==> src/rtl/bitserial_mac_unit_p_if.sv <==
// bitserial_mac_unit_p_if: operand handshake and result bus of the bit-serial MAC.
interface bitserial_mac_unit_p_if #(
    parameter int A_W   = 8,
    parameter int W_W   = 8,
    parameter int ACC_W = 20
);
    logic                        in_valid;
    logic                        in_ready;
    logic signed [A_W-1:0]       act;
    logic        [W_W-1:0]       wgt;
    logic        [1:0]           prec;
    logic                        acc_clr;
    logic                        busy;
    logic signed [A_W+W_W-1:0]   product;
    logic                        prod_valid;
    logic signed [ACC_W-1:0]     acc_out;
    logic                        acc_valid;
    logic                        sat_flag;

    modport master (
        output in_valid, act, wgt, prec, acc_clr,
        input  in_ready, busy, product, prod_valid, acc_out, acc_valid, sat_flag
    );

    modport slave (
        input  in_valid, act, wgt, prec, acc_clr,
        output in_ready, busy, product, prod_valid, acc_out, acc_valid, sat_flag
    );
endinterface

==> src/rtl/bitserial_mac_unit_p.sv <==
// bitserial_mac_unit_p: bit-serial signed MAC, one weight bit per cycle, LSB first.
// Define MAC_SAT_EN for a saturating accumulator with a sticky sat_flag.
module bitserial_mac_unit_p #(
    parameter int A_W   = 8,
    parameter int W_W   = 8,
    parameter int ACC_W = 20
) (
    input  logic                   clk,
    input  logic                   rstn,
    input  logic                   en,
    bitserial_mac_unit_p_if.slave  bus
);
    localparam int P_W = A_W + W_W;
    localparam int C_W = $clog2(W_W);
    localparam logic [1:0] S_IDLE    = 2'd0;
    localparam logic [1:0] S_COMPUTE = 2'd1;
    localparam logic [1:0] S_ACCUM   = 2'd2;

    logic [1:0]              state;
    logic signed [A_W-1:0]   act_q;
    logic [W_W-1:0]          wgt_q;
    logic [C_W-1:0]          last_q;
    logic [C_W-1:0]          cnt;
    logic [C_W-1:0]          last_in;
    logic                    clr_q;
    logic signed [P_W-1:0]   psum;
    logic signed [P_W-1:0]   term;
    logic signed [P_W-1:0]   psum_nxt;
    logic signed [P_W-1:0]   product_q;
    logic                    prod_valid_q;
    logic                    acc_valid_q;
    logic signed [ACC_W-1:0] acc_q;
    logic signed [ACC_W-1:0] base;
    logic signed [ACC_W-1:0] prod_ext;
    logic signed [ACC_W-1:0] sum;
    logic signed [ACC_W-1:0] acc_nxt;
    logic                    accept;

    assign accept = en && state == S_IDLE && bus.in_valid;

    always_comb begin
        last_in  = bus.prec == 2'b01 ? C_W'(W_W/2 - 1) :
                   bus.prec == 2'b10 ? C_W'(W_W/4 - 1) : C_W'(W_W - 1);
        term     = P_W'(act_q) <<< cnt;
        // the top weight bit carries negative weight in two's complement
        psum_nxt = !wgt_q[cnt]   ? psum :
                   cnt == last_q ? psum - term : psum + term;
        base     = clr_q ? '0 : acc_q;
        prod_ext = ACC_W'(product_q);
        sum      = base + prod_ext;
    end

`ifdef MAC_SAT_EN
    logic ovf;
    logic sat_q;

    always_comb begin
        ovf     = base[ACC_W-1] == prod_ext[ACC_W-1] && sum[ACC_W-1] != base[ACC_W-1];
        acc_nxt = !ovf ? sum :
                  base[ACC_W-1] ? {1'b1, {(ACC_W-1){1'b0}}} : {1'b0, {(ACC_W-1){1'b1}}};
    end

    always_ff @(posedge clk or negedge rstn) begin
        if (!rstn)
            sat_q <= 1'b0;
        else if (accept && bus.acc_clr)
            sat_q <= 1'b0;
        else if (en && state == S_ACCUM && ovf)
            sat_q <= 1'b1;
    end

    assign bus.sat_flag = sat_q;
`else
    assign acc_nxt      = sum;
    assign bus.sat_flag = 1'b0;
`endif

    always_ff @(posedge clk or negedge rstn) begin
        if (!rstn) begin
            state        <= S_IDLE;
            act_q        <= '0;
            wgt_q        <= '0;
            last_q       <= '0;
            clr_q        <= 1'b0;
            cnt          <= '0;
            psum         <= '0;
            product_q    <= '0;
            prod_valid_q <= 1'b0;
            acc_q        <= '0;
            acc_valid_q  <= 1'b0;
        end else if (en) begin
            prod_valid_q <= 1'b0;
            acc_valid_q  <= 1'b0;
            if (state == S_IDLE) begin
                if (bus.in_valid) begin
                    act_q  <= bus.act;
                    wgt_q  <= bus.wgt;
                    last_q <= last_in;
                    clr_q  <= bus.acc_clr;
                    cnt    <= '0;
                    psum   <= '0;
                    state  <= S_COMPUTE;
                end
            end else if (state == S_COMPUTE) begin
                if (cnt == last_q) begin
                    product_q    <= psum_nxt;
                    prod_valid_q <= 1'b1;
                    state        <= S_ACCUM;
                end else begin
                    psum <= psum_nxt;
                    cnt  <= cnt + 1'b1;
                end
            end else begin
                acc_q       <= acc_nxt;
                acc_valid_q <= 1'b1;
                state       <= S_IDLE;
            end
        end
    end

    assign bus.in_ready   = state == S_IDLE;
    assign bus.busy       = state == S_COMPUTE || state == S_ACCUM;
    assign bus.product    = product_q;
    assign bus.prod_valid = prod_valid_q;
    assign bus.acc_out    = acc_q;
    assign bus.acc_valid  = acc_valid_q;
endmodule

==> src/flat_wrapper.sv <==
// flat-port wrapper written by rule: the top's interface ports become plain ports
module bitserial_mac_unit_p_flat 
#(
    parameter int A_W   = 8,
    parameter int W_W   = 8,
    parameter int ACC_W = 20
)
  (clk, rstn, en, bus_in_valid, bus_act, bus_wgt, bus_prec, bus_acc_clr, bus_in_ready, bus_busy, bus_product, bus_prod_valid, bus_acc_out, bus_acc_valid, bus_sat_flag);
  bitserial_mac_unit_p_if #(.A_W(A_W), .W_W(W_W), .ACC_W(ACC_W)) bus_i ();
  input  logic clk;
  input  logic rstn;
  input  logic en;
  input wire logic [$bits(bus_i.in_valid)-1:0] bus_in_valid;
  input wire logic [$bits(bus_i.act)-1:0] bus_act;
  input wire logic [$bits(bus_i.wgt)-1:0] bus_wgt;
  input wire logic [$bits(bus_i.prec)-1:0] bus_prec;
  input wire logic [$bits(bus_i.acc_clr)-1:0] bus_acc_clr;
  output wire logic [$bits(bus_i.in_ready)-1:0] bus_in_ready;
  output wire logic [$bits(bus_i.busy)-1:0] bus_busy;
  output wire logic [$bits(bus_i.product)-1:0] bus_product;
  output wire logic [$bits(bus_i.prod_valid)-1:0] bus_prod_valid;
  output wire logic [$bits(bus_i.acc_out)-1:0] bus_acc_out;
  output wire logic [$bits(bus_i.acc_valid)-1:0] bus_acc_valid;
  output wire logic [$bits(bus_i.sat_flag)-1:0] bus_sat_flag;
  assign bus_i.in_valid = bus_in_valid;
  assign bus_i.act = bus_act;
  assign bus_i.wgt = bus_wgt;
  assign bus_i.prec = bus_prec;
  assign bus_i.acc_clr = bus_acc_clr;
  assign bus_in_ready = bus_i.in_ready;
  assign bus_busy = bus_i.busy;
  assign bus_product = bus_i.product;
  assign bus_prod_valid = bus_i.prod_valid;
  assign bus_acc_out = bus_i.acc_out;
  assign bus_acc_valid = bus_i.acc_valid;
  assign bus_sat_flag = bus_i.sat_flag;
  bitserial_mac_unit_p #(.A_W(A_W), .W_W(W_W), .ACC_W(ACC_W)) u_core (.clk(clk), .rstn(rstn), .en(en), .bus(bus_i));
endmodule
==> config.mk <==
export PLATFORM = sky130hd
export DESIGN_NAME = bitserial_mac_unit_p_flat
export DESIGN_NICKNAME = d
export VERILOG_FILES = /design/src/rtl/bitserial_mac_unit_p_if.sv /design/src/rtl/bitserial_mac_unit_p.sv /design/src/flat_wrapper.sv
export SDC_FILE = /design/constraint.sdc
export NUM_CORES = 1
export LEC_CHECK = 0
export CAP_MARGIN = 25
export CORE_ASPECT_RATIO = 0.9
export CORE_MARGIN = 5
export CORE_UTILIZATION = 49
export CTS_CLUSTER_DIAMETER = 100
export CTS_CLUSTER_SIZE = 10
export DETAILED_ROUTE_END_ITERATION = 12
export PLACE_DENSITY = 0.73
export SYNTH_ARGS = -nofsm -noshare
export SYNTH_HDL_FRONTEND = slang
export SYNTH_SLANG_ARGS = --single-unit
==> constraint.sdc <==
create_clock -name clk -period 4.4 [get_ports clk]
set_clock_uncertainty 0.2 [all_clocks]
set_input_delay 0.66 -clock clk [delete_from_list [all_inputs] [get_ports clk]]
set_output_delay 0.66 -clock clk [all_outputs]
set_load 0.005 [all_outputs]
# Word-level counts from Yosys, hierarchy flattened
# Index checks and enable logic that the tools add are counted.
[classes] addsub=4 order_cmp=1 n_eq_ne=8 n_shift=1 n_mux=24 bitwise=2 reduce_logical=8
[op_table] cell="$mux W16" count=6
[op_table] cell="$add A20 B16 Y20" count=1
[op_table] cell="$mux W20" count=1
[op_table] cell="$mux W3" count=6
[op_table] cell="$add A16 B16 Y16" count=1
[op_table] cell="$sshl A8 B3 Y16" count=1
[op_table] cell="$sub A16 B16 Y16" count=1
[op_table] cell="$reduce_and A3 Y1" count=3
[op_table] cell="$mux W2" count=4
[op_table] cell="$reduce_and A4 Y1" count=2
[op_table] cell="$mux W1" count=6
[op_table] cell="$eq A2 B1 Y1 const B" count=2
[op_table] cell="$eq A2 B2 Y1 const B" count=2
[op_table] cell="$lt A3 B4 Y1 const B" count=1
[op_table] cell="$ne A2 B2 Y1 const B" count=2
[op_table] cell="$add A3 B1 Y3 const B" count=1
[op_table] cell="$bmux W1 S3" count=1
[op_table] cell="$eq A3 B3 Y1" count=1
[op_table] cell="$ne A3 B2 Y1 const B" count=1
[op_table] cell="$logic_not A2 Y1" count=1
[op_table] cell="$not A1 Y1" count=2
[op_table] cell="$reduce_bool A2 Y1" count=1
[op_table] cell="$logic_or A1 B1 Y1" count=1
[word_totals] regBits=79 input_bits=23 wordCells=59

# Logic depth before layout (Yosys ltp)
# Gate-level depths: netlist of the first run.
[logic_depth] word_depth=7 ltp_mapped=19

# Worst setup path before layout of the first run
# No wires, ideal clock.
[synth_path] path_kind="register -> register" from="register u_core.cnt[0]" to="register u_core.product_q[14] (netlist: u_core.bus.product[14])" setup_time_ps=127 t_arrival_ps=3670 required_time_ps=4073 slack_ps=404 stages_incl_launch_ff=18 path_buffers=4 path_cell_list="dfrtp_1 > buf_6 > buf_8 > clkbuf_1 > xnor2_1 > nand3_1 > clkbuf_1 > nor2_1 > a21oi_1 > fa_1 > a21o_1 > a21oi_1 > o211ai_1 > a31oi_1 > o21ai_0 > o41ai_1 > mux2i_1 > nand3_1"
[synth_via] elab_chain_len=4 elab_cells_between_ends=9 classes_between="2 x add/sub; 1 x eq/ne; 1 x shift; 4 x mux; 1 x reduce/logical"
[synth_rtl] element="start, declared" line_no="bitserial_mac_unit_p.sv:23" text="logic [C_W-1:0] cnt;"
[synth_rtl] element="start signal, assigned" line_no="bitserial_mac_unit_p.sv:111" text="cnt <= cnt + 1'b1;"
[synth_rtl] element="$sshl A8 B3 Y16" line_no="bitserial_mac_unit_p.sv:44" text="term = P_W'(act_q) <<< cnt;"
[synth_rtl] element="$add A16 B16 Y16 / $sub A16 B16 Y16 (equally long branches)" line_no="bitserial_mac_unit_p.sv:47" text="cnt == last_q ? psum - term : psum + term;"
[synth_rtl] element="$mux W16" line_no="bitserial_mac_unit_p.sv:47"
[synth_rtl] element="$mux W16" line_no="bitserial_mac_unit_p.sv:46" text="psum_nxt = !wgt_q[cnt] ? psum :"
[synth_rtl] element="end signal, assigned" line_no="bitserial_mac_unit_p.sv:106" text="product_q <= psum_nxt;"
[synth_rtl] element="end, declared" line_no="bitserial_mac_unit_p.sv:29" text="logic signed [P_W-1:0] product_q;"
# Several ways; a longest one is shown, not always the timed one. The select of a mux whose other input is x is not followed.
# A chain may end at the register's enable or synchronous reset.

# Worst setup path in the final report of the first run
[layout_path] from="register u_core.cnt[0]" to="register u_core.product_q[15] (netlist: u_core.bus.product[15])"
# Same word-level chain as after synthesis.

==> impl_metrics.ini, run 1 <==
[timing]
setup_violations = 0
hold_viol_final = 0
post-route-min-period_ns = 4.07
max_freq_ghz = 0.246
relSlewSlack = 0.467
finalCritPeriodShare = 0.926
setup_ws_ns = 0.327
rsz0062_at_grt = false
worst_pin_slew_ns = 0.797
final_max_slew_viol_count = 0
whs_ns = 0.294

[pwr]
power.share.sequential = 0.217
p_sw_uw = 2790
p_clk_frac = 0.120
powerDensity_nw_per_um2 = 883
vdd_ir_drop_max_mv = 0.365
comb_power_share = 0.663
p_sw_frac = 0.460
intPower_uw = 3280
leakagePower_uw = 0.00310

[grt]
overflow = 0
antenna_found_initial = 0
gr-usage-all-layers = 0.193
grt_pass1_vias = 4866
grt_pass1_wl_um = 22300
grt_max_degree = 80

[drt]
routed_via_density = 5.69
dr.pass1.iters = 5
routed_wl_um = 13100
via_count = 4893
wl_per_cell_um = 15.3
wl_met1_um = 5980
drtIter0Drc = 274
drt.antenna.violating_nets = 0
dr.max_layer_used = met4
route.detailed.drc = 0
met2_length_um = 6320
met3_length_um = 602

[worst_setup_path]
critPathMaxStageDelay_ns = 0.53
worstPathArrival_ns = 4.08
cp_max_fo = 14
r2r_end = u_core.bus.product[15]
crit_type = reg2reg
ff2ff_path_depth = 15
reg2reg_from = u_core.cnt[0]
cp.required_ns = 4.40
critPathCaptureType = flop
worstSetupStartpointType = flop
reg2reg_slack_ns = 0.33
critPathSlowestCell = dfrtp_2
path_cells = mux2_2 -> o32ai_2 -> o21ai_0 -> nand3b_1 -> nand2_1 -> xor2_1 -> ha_1 -> a21oi_1 -> nand2_1 -> o21ai_1 -> o21ai_0 -> a31oi_2 -> o21a_1 -> o21a_1 -> o211ai_1

[clock_network]
cts.sinks = 79
cts_tree = built
clock_latency_ns = 0.34
cts.root.buffer_cell = clkbuf_16
numCtsBuffers = 9
clkTransAtPathRegs_ns = 0.07
cts.path.max_buffers = 2
cts.htree.levels = 3

[yosys]
synth_edf_count = 0
yosysWarnings = 0
async_flop_share = 1.00
synth_area_per_cell_um2 = 8.98
synth.distinct_cells = 57
ys_seq_area_frac = 0.345
synthCells = 638
synth_ff_type = dfrtp_1
synth_nets = 702
ys_ff_latch = 79
netlist_area_um2 = 5730

[floorplan]
core_area_um2 = 11400
io_pins = 64
rows = 37
die_w_um = 124
die_y_um = 113
start_util = 0.501
die-area_um2 = 14000

[hold_path]
worstHoldEndpoint = u_core.last_q[0]
worst_hold_path_type = reg2reg
hold_start = u_core.last_q[0]
hold_depth = 1

[outcome]
outcome = complete, no violations

[cells_and_area]
antenna_cells = 0
stdcell_area_um2 = 6880
drive_above_1_share = 0.0966
fillers = 1008
area_growth_pct = 20.0
layout_common_cells = dfrtp_1, nand2_1, o21ai_0
layout_commonest_cell = dfrtp_1
seq_area_um2 = 1980
multi_input_area_um2 = 3540
nets = 763

[placement]
placed_area_um2 = 6490
io_buffers = 62
post-place-ws_ns = -0.0225
hpwlAfterDp_um = 9770
gp_congestion = 0.895

[flow_run]
maxCapViolCount = 0
-- flip-flops by register name, indices dropped and copies added (netlist names) --
signal / count
u_core.act_q: 8
u_core.bus.product: 16
u_core.clr_q: 1
u_core.wgt_q: 8
u_core.cnt: 3
u_core.psum: 16
u_core.state: 2
u_core.bus.acc_valid: 1
u_core.bus.prod_valid: 1
u_core.last_q: 3
u_core.bus.acc_out: 20
-- cells in the mapped netlist, types with 18 or more instances --
master,count,area (um^2)
dfrtp_1,79,1980
o21ai_0,67,335
mux2_2,24,270
mux2i_1,18,180
inv_1,28,105
clkbuf_1,21,78.8
a21oi_1,28,140
ha_1,39,488
nor2b_1,31,194
xnor2_1,21,184
nor2_1,41,154
nand2_1,76,285
-- cell type report --
| class | instances | area share |
|---|---|---|
| Clock buffer | 9 | 0.0328 |
| Clock inverter | 7 | 0.00946 |
| Inverter | 28 | 0.0153 |
| Multi-Input combinational cell | 504 | 0.516 |
| Sequential cell | 79 | 0.288 |
| Tap cell | 156 | 0.0284 |
| Timing Repair Buffer | 77 | 0.111 |
-- timing repair --
item,in CTS,in global routing
endpoints found under the setup margin,3,8
hold endpoints to repair,0,10
resized for setup,1,5
buffers inserted,0,2
pin swaps,0,1
hold buffers,0,1
-- stage by stage --
step,total power (uW),setup TNS (ns),instances,utilization
after detailed placement,5220,-0.0405,839,0.568
after floorplan,4180,0,638,-
after global routing,6610,0,860,0.601
final,6070,0,860,0.601
after CTS,6000,0,855,0.594
after global placement,5070,0,839,0.568
-- worst max-delay path, delay by kind of cell (launching register included) --
family	cells	cell delay, ns
compound gates	9	1.93
xor+xnor	1	0.15
fa+ha+maj	1	0.29
flops	1	0.53
mux	1	0.38
simple gates	3	0.45
-- power groups by stage --
stage                     sequential, uW  combinational [uW]  clock, uW
after global routing                1360                4480        773
after CTS                           1320                3940        744
after detailed placement            1330                3900          0
after global placement              1300                3760          0
final                               1320                4020        730
after floorplan                     1210                2970          0
-- worst max path at each step --
stage	startpoint	end	slack, ns	cells after the start
after global routing	u_core.cnt[0]	u_core.bus.product[13]	0.01	14
after detailed placement	u_core.cnt[0]	u_core.psum[15]	-0.02	14
after global placement	u_core.cnt[0]	u_core.bus.product[15]	0.25	14
final	u_core.cnt[0]	u_core.bus.product[15]	0.33	15
after floorplan	u_core.cnt[0]	u_core.bus.product[14]	0.40	17
after CTS	u_core.cnt[1]	u_core.bus.product[15]	0.06	14
-- routing by layer --
| layer | GRT usage | up-vias |
|---|---|---|
| met4 | 0.0482 | 0 |
| met2 | 0.333 | 107 |
| met5 | 0 | - |
| met1 | 0.248 | 2371 |
| li1 | - | 2398 |
| met3 | 0.0358 | 17 |
-- cell families (layout without fill, tap and decap cells) --
kind of cell / count (synthesis) / count (layout) / synth area share
adders and majority gates: 41 / 41 / 0.0922
xor gates and xnor gates: 37 / 37 / 0.0566
muxes: 48 / 48 / 0.103
DFF: 79 / 79 / 0.345
buffers and inverters: 55 / 121 / 0.0402
other: 1 / 1 / 0.000655
AOI/OAI and AO/OA: 179 / 179 / 0.201
and+or+nand+nor: 198 / 198 / 0.161
No activity file was read; power rests on OpenSTA's default activity.
==> run 2: changes to the inputs <==
==> constraint.sdc (replaced) <==
create_clock -name clk -period 4 [get_ports clk]
set_clock_uncertainty 0.2 [all_clocks]
set_input_delay 0.6 -clock clk [delete_from_list [all_inputs] [get_ports clk]]
set_output_delay 0.6 -clock clk [all_outputs]
set_load 0.005 [all_outputs]
==> impl_metrics.ini, run 2 (synthesis gave the netlist of run 1 again) <==
[outcome]
outcome = complete, no violations

[drt]
routed_wl_um = 13100
route.detailed.drc = 0
drtIter0Drc = 314
dr.pass1.iters = 4
wl_per_cell_um = 14.9
routed_via_density = 5.53
via_count = 4885
drt.antenna.violating_nets = 0

[pwr]
p_clk_frac = 0.108
leakagePower_uw = 0.00321
p_sw_uw = 3140
power.share.sequential = 0.202
intPower_uw = 3940
p_sw_frac = 0.444
comb_power_share = 0.691
powerDensity_nw_per_um2 = 999
vdd_ir_drop_max_mv = 0.458

[grt]
antenna_found_initial = 0
gr-usage-all-layers = 0.192
grt_pass1_wl_um = 22200
grt_pass1_vias = 4758
overflow = 0
grt_max_degree = 80

[worst_setup_path]
crit_family = compound AO/OA/AOI/OAI gates
worstPathArrival_ns = 3.90
crit_type = reg2reg
critPathMaxStageDelay_ns = 0.47
path_cells = buf_6 -> mux2_4 -> a222oi_1 -> buf_4 -> buf_6 -> nand3b_1 -> o21ai_0 -> xnor2_1 -> ha_1 -> a21oi_1 -> o21bai_1 -> a21oi_1 -> o21ai_2 -> a31oi_1 -> buf_4 -> o21a_1 -> o21a_1 -> o211ai_1
critPathCaptureType = flop
cp.required_ns = 4.01
cp_max_fo = 7
critPathSlowestCell = dfrtp_2
crit_buf_inv = 4
worstSetupStartpointType = flop

[clock_network]
cts.root.buffer_cell = clkbuf_16
numCtsBuffers = 9
cts.path.max_buffers = 2
cts.htree.levels = 3
clock_latency_ns = 0.34
cts.sinks = 79
clkTransAtPathRegs_ns = 0.06
cts_tree = built

[floorplan]
die_y_um = 113
die_w_um = 124
start_util = 0.501
rows = 37
core_area_um2 = 11400
die-area_um2 = 14000
io_pins = 64

[cells_and_area]
utilization = 0.619
fillers = 988
nets = 786
antenna_cells = 0
largest_register_ffs = 20
layout_common_cells = dfrtp_1, nand2_1, o21ai_0
layout_commonest_cell = dfrtp_1
area_growth_pct = 23.6
stdcell_count = 883
drive_above_1_share = 0.140
stdcell_area_um2 = 7080

[timing]
hold_viol_final = 0
post-route-min-period_ns = 3.89
worst_pin_slew_ns = 0.995
relSlewSlack = 0.335
setup_ws_ns = 0.107
final_max_slew_viol_count = 0
max_freq_ghz = 0.257
rsz0062_at_grt = true
tns_ns = 0
setup_violations = 0
finalCritPeriodShare = 0.973

[flow_run]
maxCapViolCount = 0

[placement]
post-place-ws_ns = -0.0174
io_buffers = 62
gp_congestion = 0.903
placed_area_um2 = 6650
hpwlAfterDp_um = 9920
dp.cells = 860

[hold_path]
worst_hold_path_type = reg2reg
## run 2: cell count changes in the layout (fill, tap and decap cells not counted), moves of 2 or more
cell,delta
mux4_1,-2
buf_4,+21
buf_6,+2
o21ai_0,-3
a21oi_2,+4
mux4_2,+2
inv_6,-2
o21ai_2,+3
a21oi_1,-4
## run 2: stage by stage
stage	total power, uW	hold WS (ns)
floorplan	4600	0.104
global placement	5850	0.274
detailed placement	6030	0.277
CTS	6830	0.272
global route	7730	0.317
finish	7070	0.290
## run 2: layout make-up
cell class	count	area, um^2	area share
well taps	156	195	0.0276
repair buffers	100	941	0.133
clock inverters	6	45.0	0.00636
clock buffers	10	229	0.0323
flip-flops and latches	79	1980	0.280
multi-input cells	504	3580	0.506
inverters	28	105	0.0148
## run 2: layer usage
layer | up-vias | track usage | wire length, um
met1 | 2293 | 0.256 | 6020
met2 | 128 | 0.316 | 6260
met4 | 0 | 0.0569 | 244
met3 | 20 | 0.0383 | 602
li1 | 2444 | - | -
met5 | - | 0 | 0
## run 2: path summary, 6_finish.rpt
kind / from / to / slack (ns) / cells past startpoint
max: u_core.cnt[0] / u_core.psum[15] / 0.11 / 18
min: u_core.last_q[0] / u_core.last_q[0] / 0.29 / 1
max reg2reg: u_core.cnt[0] / u_core.psum[15] / 0.11 / 18
min reg2reg: u_core.last_q[0] / u_core.last_q[0] / 0.29 / 1
max in group asynchronous: rstn / u_core.cnt[1] / 2.52 / 3
min in group asynchronous: rstn / u_core.bus.acc_out[8] / 0.46 / 2
## run 2: what timing repair did
| item | CTS | global route |
|---|---|---|
| hold buffers | 0 | 1 |
| hold endpoints to repair | 0 | 16 |
| buffers inserted | 0 | 5 |
| setup endpoints to repair | 4 | 14 |
| pin swaps | 1 | 11 |
| resized for setup | 1 | 24 |
## run 2: power groups by stage
stage          Sequential [uW]  Clock (uW)  Combinational [uW]
2_1_floorplan             1330           0                3260
3_3_place_gp              1410           0                4440
3_5_place_dp              1430           0                4600
4_1_cts                   1420         789                4620
5_1_grt                   1480         822                5430
6_report                  1430         763                4880
